## src/rtl/vend_if.sv

```systemverilog
// Handshake bundle between a vending front panel and the vend_controller.
// The slave modport is the controller; the master modport drives coins and selections.
interface vend_if;
    logic [1:0] coin;
    logic       sel_valid;
    logic [1:0] sel;
    logic       cancel;
    logic [5:0] credit;
    logic       dispense;
    logic [1:0] dispense_id;
    logic       change_5;
    logic       coin_reject;
    logic       sel_fail;
    logic       busy;

    modport master (
        output coin, sel_valid, sel, cancel,
        input  credit, dispense, dispense_id, change_5, coin_reject, sel_fail, busy
    );

    modport slave (
        input  coin, sel_valid, sel, cancel,
        output credit, dispense, dispense_id, change_5, coin_reject, sel_fail, busy
    );
endinterface

```

## src/rtl/vend_controller.sv

```systemverilog
// Four-product vending controller: accepts 5/10 coins up to MAX_CREDIT, vends on
// selection, refunds remaining credit one 5-unit pulse per cycle, and refunds
// automatically after TIMEOUT idle cycles. All outputs are registered.
module vend_controller #(
    parameter int PRICE0     = 15,
    parameter int PRICE1     = 20,
    parameter int PRICE2     = 25,
    parameter int PRICE3     = 30,
    parameter int MAX_CREDIT = 40,
    parameter int TIMEOUT    = 16
) (
    input  logic  clk,
    input  logic  rst,
    vend_if.slave bus
);
    typedef enum logic [1:0] {
        IDLE     = 2'd0,
        CREDIT   = 2'd1,
        DISPENSE = 2'd2,
        CHANGE   = 2'd3
    } state_t;

    localparam int               CNT_W     = $clog2(TIMEOUT + 1);
    localparam logic [6:0]       MAX_SUM   = 7'(MAX_CREDIT);
    localparam logic [CNT_W-1:0] IDLE_LAST = CNT_W'(TIMEOUT - 1);
    localparam logic [CNT_W-1:0] CNT_ONE   = CNT_W'(1);

    state_t           state_q;
    logic [5:0]       credit_q;
    logic [CNT_W-1:0] idle_cnt_q;
    logic             dispense_q;
    logic [1:0]       dispense_id_q;
    logic             change_5_q;
    logic             coin_reject_q;
    logic             sel_fail_q;
    logic             busy_q;

    logic [5:0]       coin_val_s;
    logic             coin_present_s;
    logic             coin_valid_s;
    logic [6:0]       coin_sum_s;
    logic             coin_fits_s;
    logic [5:0]       price_s;
    logic             activity_s;

    function automatic logic [5:0] price_of(input logic [1:0] idx);
        case (idx)
            2'd0:    price_of = 6'(PRICE0);
            2'd1:    price_of = 6'(PRICE1);
            2'd2:    price_of = 6'(PRICE2);
            default: price_of = 6'(PRICE3);
        endcase
    endfunction

    // Decode the coin, check whether it fits under the ceiling, look up the price.
    always_comb begin
        coin_val_s = 6'd0;
        case (bus.coin)
            2'b01:   coin_val_s = 6'd5;
            2'b10:   coin_val_s = 6'd10;
            default: coin_val_s = 6'd0;
        endcase
        coin_present_s = (bus.coin != 2'b00);
        coin_valid_s   = (bus.coin == 2'b01) || (bus.coin == 2'b10);
        coin_sum_s     = {1'b0, credit_q} + {1'b0, coin_val_s};
        coin_fits_s    = coin_valid_s && (coin_sum_s <= MAX_SUM);
        price_s        = price_of(bus.sel);
        activity_s     = coin_present_s || bus.sel_valid || bus.cancel;
    end

    // Controller state machine with all outputs registered; pulses default low.
    always_ff @(posedge clk or negedge rst) begin
        if (!rst) begin
            state_q       <= IDLE;
            credit_q      <= 6'd0;
            idle_cnt_q    <= '0;
            dispense_q    <= 1'b0;
            dispense_id_q <= 2'd0;
            change_5_q    <= 1'b0;
            coin_reject_q <= 1'b0;
            sel_fail_q    <= 1'b0;
            busy_q        <= 1'b0;
        end else begin
            dispense_q    <= 1'b0;
            dispense_id_q <= 2'd0;
            change_5_q    <= 1'b0;
            coin_reject_q <= 1'b0;
            sel_fail_q    <= 1'b0;
            case (state_q)
                IDLE: begin
                    idle_cnt_q <= '0;
                    if (coin_fits_s) begin
                        credit_q <= coin_sum_s[5:0];
                        state_q  <= CREDIT;
                    end else begin
                        coin_reject_q <= coin_present_s;
                    end
                    busy_q <= 1'b0;
                end
                CREDIT: begin
                    if (bus.cancel) begin
                        // Cancel wins; a coin offered alongside is handed back.
                        coin_reject_q <= coin_present_s;
                        idle_cnt_q    <= '0;
                        state_q       <= CHANGE;
                        busy_q        <= 1'b1;
                    end else if (bus.sel_valid && (credit_q >= price_s)) begin
                        coin_reject_q <= coin_present_s;
                        credit_q      <= credit_q - price_s;
                        dispense_q    <= 1'b1;
                        dispense_id_q <= bus.sel;
                        idle_cnt_q    <= '0;
                        state_q       <= DISPENSE;
                        busy_q        <= 1'b1;
                    end else if (activity_s) begin
                        // Refused selection and/or coin: the coin is still judged on its own.
                        sel_fail_q <= bus.sel_valid;
                        idle_cnt_q <= '0;
                        if (coin_fits_s) begin
                            credit_q <= coin_sum_s[5:0];
                        end else begin
                            coin_reject_q <= coin_present_s;
                        end
                        busy_q <= 1'b0;
                    end else if (idle_cnt_q == IDLE_LAST) begin
                        idle_cnt_q <= '0;
                        state_q    <= CHANGE;
                        busy_q     <= 1'b1;
                    end else begin
                        idle_cnt_q <= idle_cnt_q + CNT_ONE;
                        busy_q     <= 1'b0;
                    end
                end
                DISPENSE: begin
                    coin_reject_q <= coin_present_s;
                    if (credit_q != 6'd0) begin
                        state_q <= CHANGE;
                        busy_q  <= 1'b1;
                    end else begin
                        state_q <= IDLE;
                        busy_q  <= 1'b0;
                    end
                end
                CHANGE: begin
                    coin_reject_q <= coin_present_s;
                    if (credit_q == 6'd0) begin
                        // Defensive exit: never decrement below zero.
                        state_q <= IDLE;
                        busy_q  <= 1'b0;
                    end else begin
                        credit_q   <= credit_q - 6'd5;
                        change_5_q <= 1'b1;
                        if (credit_q == 6'd5) begin
                            state_q <= IDLE;
                            busy_q  <= 1'b0;
                        end else begin
                            busy_q <= 1'b1;
                        end
                    end
                end
                default: begin
                    state_q  <= IDLE;
                    credit_q <= 6'd0;
                    busy_q   <= 1'b0;
                end
            endcase
        end
    end

    assign bus.credit      = credit_q;
    assign bus.dispense    = dispense_q;
    assign bus.dispense_id = dispense_id_q;
    assign bus.change_5    = change_5_q;
    assign bus.coin_reject = coin_reject_q;
    assign bus.sel_fail    = sel_fail_q;
    assign bus.busy        = busy_q;
endmodule

```

## src/flat_wrapper.sv

```systemverilog
// flat-port wrapper written by rule: the top's interface ports become plain ports
module vend_controller_flat 
#(
    parameter int PRICE0     = 15,
    parameter int PRICE1     = 20,
    parameter int PRICE2     = 25,
    parameter int PRICE3     = 30,
    parameter int MAX_CREDIT = 40,
    parameter int TIMEOUT    = 16
)
  (clk, rst, bus_coin, bus_sel_valid, bus_sel, bus_cancel, bus_credit, bus_dispense, bus_dispense_id, bus_change_5, bus_coin_reject, bus_sel_fail, bus_busy);
  vend_if bus_i ();
  input  logic clk;
  input  logic rst;
  input wire logic [$bits(bus_i.coin)-1:0] bus_coin;
  input wire logic [$bits(bus_i.sel_valid)-1:0] bus_sel_valid;
  input wire logic [$bits(bus_i.sel)-1:0] bus_sel;
  input wire logic [$bits(bus_i.cancel)-1:0] bus_cancel;
  output wire logic [$bits(bus_i.credit)-1:0] bus_credit;
  output wire logic [$bits(bus_i.dispense)-1:0] bus_dispense;
  output wire logic [$bits(bus_i.dispense_id)-1:0] bus_dispense_id;
  output wire logic [$bits(bus_i.change_5)-1:0] bus_change_5;
  output wire logic [$bits(bus_i.coin_reject)-1:0] bus_coin_reject;
  output wire logic [$bits(bus_i.sel_fail)-1:0] bus_sel_fail;
  output wire logic [$bits(bus_i.busy)-1:0] bus_busy;
  assign bus_i.coin = bus_coin;
  assign bus_i.sel_valid = bus_sel_valid;
  assign bus_i.sel = bus_sel;
  assign bus_i.cancel = bus_cancel;
  assign bus_credit = bus_i.credit;
  assign bus_dispense = bus_i.dispense;
  assign bus_dispense_id = bus_i.dispense_id;
  assign bus_change_5 = bus_i.change_5;
  assign bus_coin_reject = bus_i.coin_reject;
  assign bus_sel_fail = bus_i.sel_fail;
  assign bus_busy = bus_i.busy;
  vend_controller #(.PRICE0(PRICE0), .PRICE1(PRICE1), .PRICE2(PRICE2), .PRICE3(PRICE3), .MAX_CREDIT(MAX_CREDIT), .TIMEOUT(TIMEOUT)) u_core (.clk(clk), .rst(rst), .bus(bus_i));
endmodule
```

## config.mk

```make
export PLATFORM = sky130hd
export DESIGN_NAME = vend_controller_flat
export DESIGN_NICKNAME = d
export VERILOG_FILES = /design/src/rtl/vend_if.sv /design/src/rtl/vend_controller.sv /design/src/flat_wrapper.sv
export SDC_FILE = /design/constraint.sdc
export NUM_CORES = 1
export LEC_CHECK = 0
export BUFFER_PORTS_ARGS = -buffer_cell sky130_fd_sc_hd__buf_4
export CAP_MARGIN = 20
export CORE_MARGIN = 5
export CORE_UTILIZATION = 44
export DETAILED_ROUTE_END_ITERATION = 12
export GPL_ROUTABILITY_DRIVEN = 0
export MAX_ROUTING_LAYER = met4
export PLACE_DENSITY = 0.66
export SYNTH_ARGS = -nofsm -noshare
export SYNTH_HDL_FRONTEND = slang
export SYNTH_SLANG_ARGS = --single-unit
```

## constraint.sdc

```tcl
create_clock -name clk -period 7.6 [get_ports clk]
set_input_delay 1.52 -clock clk [delete_from_list [all_inputs] [get_ports clk]]
set_output_delay 1.52 -clock clk [all_outputs]
set_load 0.03 [all_outputs]
```

Yosys cells after proc, flatten, opt, wreduce, memory -nomap -nowiden:

Index checks and enable logic that the tools add are counted.

* add/subtract/negate cells: 4
* multiplexer cells: 47
* multiply operators: 0
* bitwise gates (word level): 0
* order comparisons: 2
* equality and inequality tests: 16
* reduce and logical (&&, ||, !) cells: 15
* shift-type cells: 0
* divide/modulo/power cells: 0

Operators with widths (number)
* 2-to-1 mux 6 bit: 5
* 2-to-1 mux 2 bit: 11
* 2-to-1 mux 1 bit: 20
* 2-to-1 mux 5 bit: 4
* case mux 6 bit (3 select lines): 1
* case mux 5 bit (3 select lines): 1
* case mux 5 bit (2 select lines): 1
* equality test 2 bit, second input constant: 4
* case mux 2 bit (4 select lines): 1
* case mux 4 bit (2 select lines): 1
* AND reduction 4 bit: 2
* adder 6 x 4 -> 7 bit: 1
* less-or-equal comparator 7 x 6 -> 1 bit, second input constant: 1
* equality test 2 x 1 -> 1 bit, second input constant: 3
* equality test 6 x 3 -> 1 bit, second input constant: 1
* greater-or-equal comparator 6 x 5 -> 1 bit: 1
* zero test 6 bit: 1
* != test 3 x 1 -> 1 bit, second input constant: 2
* nonzero test 6 bit: 1
* subtractor 6 x 3 -> 6 bit, second input constant: 1
* subtractor 6 x 5 -> 6 bit: 1
* adder 5 x 1 -> 5 bit, second input constant: 1
* equality test 5 x 4 -> 1 bit, second input constant: 1
* zero test 2 bit: 2
* other kinds (11): 16

* memory bits (writable): 0
* ROM bits: 0
* memories kept: 0
* bits in latches: 0
* flip-flop bits (word level): 20

Depth between registers and ports, before layout:

Gate-level depths: netlist (run 1).

* depth after elaboration: 10
* mapped depth: 11
* mapped depth without buffers: 10

Worst setup path after synthesis (run 1):

Ideal clock, no wire load.

* kind: input port to flip-flop
* start: in bus_coin[0]
* end: reg u_core.credit_q[4], in the netlist u_core.bus.credit[4]
* path buffers: 0
* setup slack: 3.841 ns
* required time: 7.520 ns
* arrival time: 3.679 ns
* cell stages on the path: 10
* cells stage by stage: inv_1 > ha_1 > xor2_1 > ha_1 > a21o_1 > a22o_1 > a41o_4 > nor4b_4 > or4b_1 > o211ai_2

* longest elaborated chain between the ends: 10

Ends and longest elaborated chain
* start: declaration: line flat_wrapper.sv:15 `input wire logic [$bits(bus_i.coin)-1:0] bus_coin;`
* equality test 2 bit or equality test 2 x 1 -> 1 bit (tied branches): line vend_controller.sv:58, vend_controller.sv:64
* case mux 4 bit (2 select lines): line vend_controller.sv:58 `case (bus.coin)`
* adder 6 x 4 -> 7 bit: line vend_controller.sv:65 `coin_sum_s = {1'b0, credit_q} + {1'b0, coin_val_s};`
* less-or-equal comparator 7 x 6 -> 1 bit: line vend_controller.sv:66 `coin_fits_s = coin_valid_s && (coin_sum_s <= MAX_SUM);`
* logical AND 1 bit: line vend_controller.sv:66
* 2-to-1 mux 6 bit: line vend_controller.sv:92, vend_controller.sv:119
* 2-to-1 mux 6 bit: line vend_controller.sv:115 `end else if (activity_s) begin`
* 2-to-1 mux 6 bit: line vend_controller.sv:107 `end else if (bus.sel_valid && (credit_q >= price_s)) begin`
* 2-to-1 mux 6 bit: line vend_controller.sv:101 `if (bus.cancel) begin`
* case mux 6 bit (3 select lines): line vend_controller.sv:89 `case (state_q)`
* end signal: assignment: line vend_controller.sv:93 `credit_q <= coin_sum_s[5:0];`
* end signal: assignment: line vend_controller.sv:109 `credit_q <= credit_q - price_s;`
* end signal: assignment: line vend_controller.sv:120 `credit_q <= coin_sum_s[5:0];`
* end: declaration: line vend_controller.sv:29 `logic [5:0] credit_q;`

Several ways; a longest one is shown, not always the timed one. The select of a mux whose other input is x is not followed.
A chain may end at the register's enable or synchronous reset.

Final worst setup path (run 1):

* start: in bus_sel[0]
* end: reg u_core.credit_q[4], in the netlist u_core.bus.credit[4]

* longest elaborated chain between the ends: 7

Ends and longest elaborated chain
* start: declaration: line flat_wrapper.sv:17 `input wire logic [$bits(bus_i.sel)-1:0] bus_sel;`
* equality test 2 bit (tied with other cells): line vend_controller.sv:47 `case (idx)`
* case mux 5 bit (3 select lines) (*): line vend_controller.sv:47
* greater-or-equal comparator 6 x 5 -> 1 bit: line vend_controller.sv:107
* logical AND 1 bit: line vend_controller.sv:107
* 2-to-1 mux 6 bit: line vend_controller.sv:107
* 2-to-1 mux 6 bit: line vend_controller.sv:101
* case mux 6 bit (3 select lines): line vend_controller.sv:89

Mark *: on every way between the ends. The rest lies on a longest branch, timed or not. The select of a mux whose other input is x is not followed.

==> results of run 1 <==
cells by family after synthesis:
group                    after synthesis  synth area share
flip-flops                            20            0.2616
adder cells (fa/ha/maj)               18            0.1216
AO/OA/AOI/OAI                         74            0.3080
buffers and inverters                 21           0.07586
AND/OR/NAND/NOR                       50            0.1543
multiplexers                           3           0.01570
XOR/XNOR                              12           0.06279
area by class of cell:
cell class              count  area (um2)  area share
inverters                   9       33.78     0.01618
flip-flops and latches     20       500.5      0.2397
multi-input cells         157        1267      0.6070
well taps                  52       65.06     0.03116
clock buffers               3       41.29     0.01977
repair buffers             20       150.1     0.07190
clock inverters             1       30.03     0.01438
where the power goes:
| group | switching, uW | total (uW) | internal (uW) |
|---|---|---|---|
| Sequential | 98.0 | 237 | 139 |
| Combinational | 331 | 576 | 246 |
| Clock | 38.4 | 109 | 70.4 |
layer usage:
layer | part of all wire | global-route usage | vias up
li1 | - | - | 776
met1 | 0.47 | 0.2032 | 765
met2 | 0.46 | 0.2534 | 42
met3 | 0.046 | 0.02488 | 7
met4 | 0.019 | 0.05872 | 0
met5 | 0 | - | -
how the worst max path moves through the flow:
stage / from / end / slack (ns)
floorplan: bus_coin[0] / u_core.bus.credit[4]$_DFFE_PN0P_ / 3.84
global placement: bus_sel[0] / u_core.bus.credit[4]$_DFFE_PN0P_ / 3.56
detailed placement: bus_sel[0] / u_core.bus.credit[4]$_DFFE_PN0P_ / 3.54
CTS: bus_sel[0] / u_core.bus.credit[4]$_DFFE_PN0P_ / 3.81
global route: bus_coin[0] / u_core.bus.credit[5]$_DFFE_PN0P_ / 3.66
finish: bus_sel[0] / u_core.bus.credit[4]$_DFFE_PN0P_ / 3.81
per-stage QoR:
stage | cell area [um2] | setup slack, ns | util | hold WS (ns) | power, uW
2_1_floorplan | 1913 | 3.841 | - | 0.4514 | 690.2
3_3_place_gp | 2017 | 3.558 | 0.4697 | 0.4780 | 801.0
3_5_place_dp | 2017 | 3.542 | 0.4697 | 0.4806 | 803.3
4_1_cts | 2088 | 3.806 | 0.4863 | 0.4887 | 914.2
5_1_grt | 2088 | 3.660 | 0.4863 | 0.5357 | 985.1
6_report | 2088 | 3.811 | 0.4863 | 0.4874 | 921.9
worst max-delay path: stages:
cell and delay [ns]:
buf_4 0.11, inv_1 0.12, ha_1 0.27, ha_1 0.29, and3_1 0.15, a311o_2 0.42
o21bai_2 0.22, nor4b_4 0.32, or4b_1 0.50, o211ai_2 0.07
layout by cell type (no fill, tap or decap), types with 6 or more instances in the layout:
cell type,instances
a21oi_1,7
buf_4,20
dfrtp_1,20
ha_1,17
inv_1,9
nand2_1,11
nor2_1,11
o21a_1,6
o21ai_0,11
o22ai_1,6
xor2_1,7
state kept, by name, indices dropped and copies added, names as in the netlist:
name	flops
u_core.bus.credit	6
u_core.bus.busy	1
u_core.state_q	2
u_core.idle_cnt_q	5
u_core.bus.sel_fail	1
u_core.bus.change_5	1
u_core.bus.dispense	1
u_core.bus.coin_reject	1
u_core.bus.dispense_id	2
==> results.ini, run 1 <==
[outcome]
status = finished clean

[logic_synthesis]
synth_area_leaders = dfrtp_1, ha_1, xor2_1, o21ai_0, o21a_1
syn_avg_cell_area_um2 = 9.662
synthesis.nets = 224
synth_ff_type = dfrtp_1
syn_area_mm2 = 0.001913
synth_seq_area_share = 0.2616
synthTopCellsByCount = dfrtp_1, ha_1, nand2_1, nor2_1, o21ai_0
yosysTopAreaCellShare = 0.2616
ys_warn_count = 0
synth_edf_count = 0
yosysMostFrequentCell = dfrtp_1
syn_inst = 198
ys_ff_latch = 20
yosysTopAreaCell = dfrtp_1
yosysUniqueCellTypes = 66
postSynth.asyncResetShare = 1.000

[drt]
routed_wirelength_um = 4480
wl_per_cell_um = 17.10
routed_via_density = 6.069
postRouteAntennaNets = 0
route.detailed.drc = 0
dr_total_vias = 1590
drt_iter0_markers = 153
dr.pass1.iters = 4

[critical_path]
rrSetupSlack_ns = 4.71
start_kind = primary input
worstSetupEndpointType = flop
reg2reg_from = u_core.bus.credit[2]$_DFFE_PN0P_
r2r_end = u_core.bus.credit[4]$_DFFE_PN0P_
timing_worst_setup_path_type = primary input to flop
reg2reg_depth = 7
arrival_ns = 3.99
critPathMaxFanout = 5
required_ns = 7.80

[global_routing]
grt_antenna_before_repair = 0
grt_pass1_wl_um = 7521
grt_pass1_vias = 1518
grt-ovfl-total = 0
grt_usage = 0.1592
grt_max_degree = 21

[timing]
rsz0062_at_grt = false
tightest_slew_ns = 0.8373
period_minus_slack_ns = 3.789
fin_crit_sh = 0.4985
max_clock_freq_mhz = 264.0
hold_viol_final = 0
fin_setup_tns_ns = 0
setup_viol = 0
clock-skew-final_ns = 0.007343
relSlewSlack = 0.4274
report.final.slew_viol_count = 0

[clock_tree]
cts_buffers = 3
root_buffer = clkbuf_8
post_cts.repair.setup_buffers = 0
cts.clk_slew.worst_paths_ns = 0.08
clock_latency_ns = 0.27
cts_tree = yes
htree_levels = 1
clockBufferDepth = 2
ctsResizeCount = 0
cts_sinks = 20
cts_hold_buf = 0

[flow_run]
maxCapViolations = 0

[placed_design]
hpwl_um = 3345
io_buffers = 20
placed_cells = 258

[finish]
n_fill_cell = 401
final_cell_count_no_fill = 262
area_delta_synth_final_pct = 9.156
drive_gt1_frac = 0.2095
nNetsFinal = 237
antenna_cells = 0

[floorplanning]
core-area_mm2 = 0.004294
start_util = 0.4455
ios = 21
fp.dieW_um = 75.94
die_height_um = 75.94
die_area_mm2 = 0.005767
rows = 24

[power]
power.leakage_uw = 0.0009310
ir_drop_mv = 0.1828
power.density_mw_per_mm2 = 441.5

[min_path]
worstHoldStart = u_core.idle_cnt_q[3]$_DFFE_PN0P_
hold_depth = 1
hold_end = u_core.idle_cnt_q[3]$_DFFE_PN0P_
hold_path_class = flop to flop

Power figures use the tool's default switching activity.
==> run 2: changes to the inputs <==
==> constraint.sdc (replaced) <==
create_clock -name clk -period 3.72 [get_ports clk]
set_input_delay 0.744 -clock clk [delete_from_list [all_inputs] [get_ports clk]]
set_output_delay 0.744 -clock clk [all_outputs]
set_load 0.03 [all_outputs]
==> results.ini, run 2 (synthesis gave the netlist of run 1 again) <==
[outcome]
status = finished clean

[power]
ir_drop_mv = 0.3058  ; +67%
power.density_mw_per_mm2 = 895.3  ; +100%
power.leakage_uw = 0.0009459  ; +1.6%

[floorplanning]
core-area_mm2 = 0.004294  ; unchanged
rows = 24  ; unchanged
die_height_um = 75.94  ; unchanged
ios = 21  ; unchanged
die_area_mm2 = 0.005767  ; unchanged
start_util = 0.4455  ; unchanged
fp.dieW_um = 75.94  ; unchanged

[drt]
route.detailed.drc = 0  ; unchanged
dr.pass1.iters = 4  ; unchanged
routed_via_density = 6.004  ; -1.1%
wl_per_cell_um = 16.82  ; -1.7%
drt_iter0_markers = 162  ; +5.9%
dr_total_vias = 1591  ; +0.063%
postRouteAntennaNets = 0  ; unchanged
routed_wirelength_um = 4456  ; -0.54%

[clock_tree]
root_buffer = clkbuf_8
cts_hold_buf = 0  ; unchanged
htree_levels = 1  ; unchanged
cts_sinks = 20  ; unchanged
post_cts.repair.setup_buffers = 0  ; unchanged
cts.clk_slew.worst_paths_ns = 0.08  ; about the same
clock_latency_ns = 0.26  ; about the same
ctsResizeCount = 0  ; unchanged
cts_tree = yes
cts_buffers = 3  ; unchanged
clockBufferDepth = 2  ; unchanged

[finish]
area_delta_synth_final_pct = 10.33
multiInputGateArea_mm2 = 0.001267  ; unchanged
seqCellArea_um2 = 500.5  ; unchanged
antenna_cells = 0  ; unchanged
n_fill_cell = 394  ; -1.7%
layout_common_cells = buf_4, dfrtp_1, ha_1
drive_gt1_frac = 0.2207  ; +0.01113
nNetsFinal = 240  ; +1.3%
largest_reg_flops = 6  ; unchanged
final_common_cell = buf_4

[timing]
period_minus_slack_ns = 3.015
tightest_slew_ns = 0.7930  ; -0.04431 ns
clock-skew-final_ns = 0.002479  ; -0.004865 ns
hold_viol_final = 0  ; unchanged
holdWs_ns = 0.3550  ; -0.1324 ns
max_clock_freq_mhz = 331.7
rsz0062_at_grt = false
fin_crit_sh = 0.8105
report.final.slew_viol_count = 0  ; unchanged
fin_setup_tns_ns = 0  ; unchanged
relSlewSlack = 0.4577  ; +0.03030
setup_viol = 0  ; unchanged

[critical_path]
arrival_ns = 3.20  ; -0.79 ns
timing_worst_setup_path_type = primary input to flop
required_ns = 3.91  ; -3.89 ns
start_kind = primary input
critPathMaxFanout = 5  ; unchanged
worstSetupEndpointType = flop

[global_routing]
grt_busiest_layer = met2
grt_max_degree = 21  ; unchanged
grt_usage = 0.1591  ; about the same
grt_pass1_wl_um = 7493  ; -0.37%
use_met3 = 0.02725  ; +0.002370
grt_antenna_before_repair = 0  ; unchanged
grt_use_met2 = 0.2483  ; -0.005137
grt_util_met1 = 0.2087  ; +0.005430
grt-ovfl-total = 0  ; unchanged
grt_pass1_vias = 1508  ; -0.66%

[placed_design]
hpwl_um = 3391  ; +1.4%
io_buffers = 20  ; unchanged

[flow_run]
maxCapViolations = 0  ; unchanged

[min_path]
hold_path_class = primary input to asynchronous set/reset pin

run 2: per-layer routing:
layer | wire (um) | vias to the layer above
li1 | - | 777
met1 | 2100 | 761
met2 | 2063 | 45
met3 | 222 | 8
met4 | 70 | 0
met5 | 0 | -
run 2: final timing paths:
kind | from | end | slack [ns] | cells past startpoint
worst max-delay path | bus_sel[0] | u_core.bus.credit[4]$_DFFE_PN0P_ | 0.70 | 10
worst min-delay path | rst | u_core.bus.change_5$_DFF_PN0_ | 0.36 | 1
worst max register to register | u_core.bus.credit[0]$_DFFE_PN0P_ | u_core.bus.credit[5]$_DFFE_PN0P_ | 0.96 | 9
worst min register to register | u_core.idle_cnt_q[3]$_DFFE_PN0P_ | u_core.idle_cnt_q[3]$_DFFE_PN0P_ | 0.50 | 1
max in group asynchronous | rst | u_core.bus.coin_reject$_DFF_PN0_ | 3.15 | 1
min in group clk | u_core.idle_cnt_q[3]$_DFFE_PN0P_ | u_core.idle_cnt_q[3]$_DFFE_PN0P_ | 0.50 | 1
run 2: where the power goes:
group | leakage, uW | internal, uW | switching, uW
sequential | 0.000252 | 285 | 150
clock | 0.0000357 | 144 | 74.6
combinational | 0.000659 | 517 | 719
total | 0.000946 | 946 | 944
run 2: final cells by class:
| type | count | area share |
|---|---|---|
| Multi-Input combinational cell | 157 | 0.6005 |
| Sequential cell | 20 | 0.2371 |
| Timing Repair Buffer | 23 | 0.08180 |
| Tap cell | 52 | 0.03082 |
| Clock buffer | 3 | 0.01956 |
| Inverter | 9 | 0.01600 |
| Clock inverter | 1 | 0.01423 |
run 2: stage by stage:
step	setup slack (ns)	area, um2	cells	util	total power (uW)
floorplan	0.7370	1913	198	-	1410
detailed placement	0.4261	2039	261	0.4749	1657
CTS	0.6985	2111	265	0.4916	1885
finish	0.7049	2111	265	0.4916	1890
global route	0.5726	2111	265	0.4916	2032
global placement	0.4488	2039	261	0.4749	1657
run 2: critical path, cell delays in order:
cell	delay, ns
buf_4	0.11
inv_1	0.11
ha_1	0.26
ha_1	0.29
and3_1	0.15
a311o_2	0.42
o21bai_2	0.22
nor4b_4	0.34
or4b_1	0.49
o211ai_2	0.07
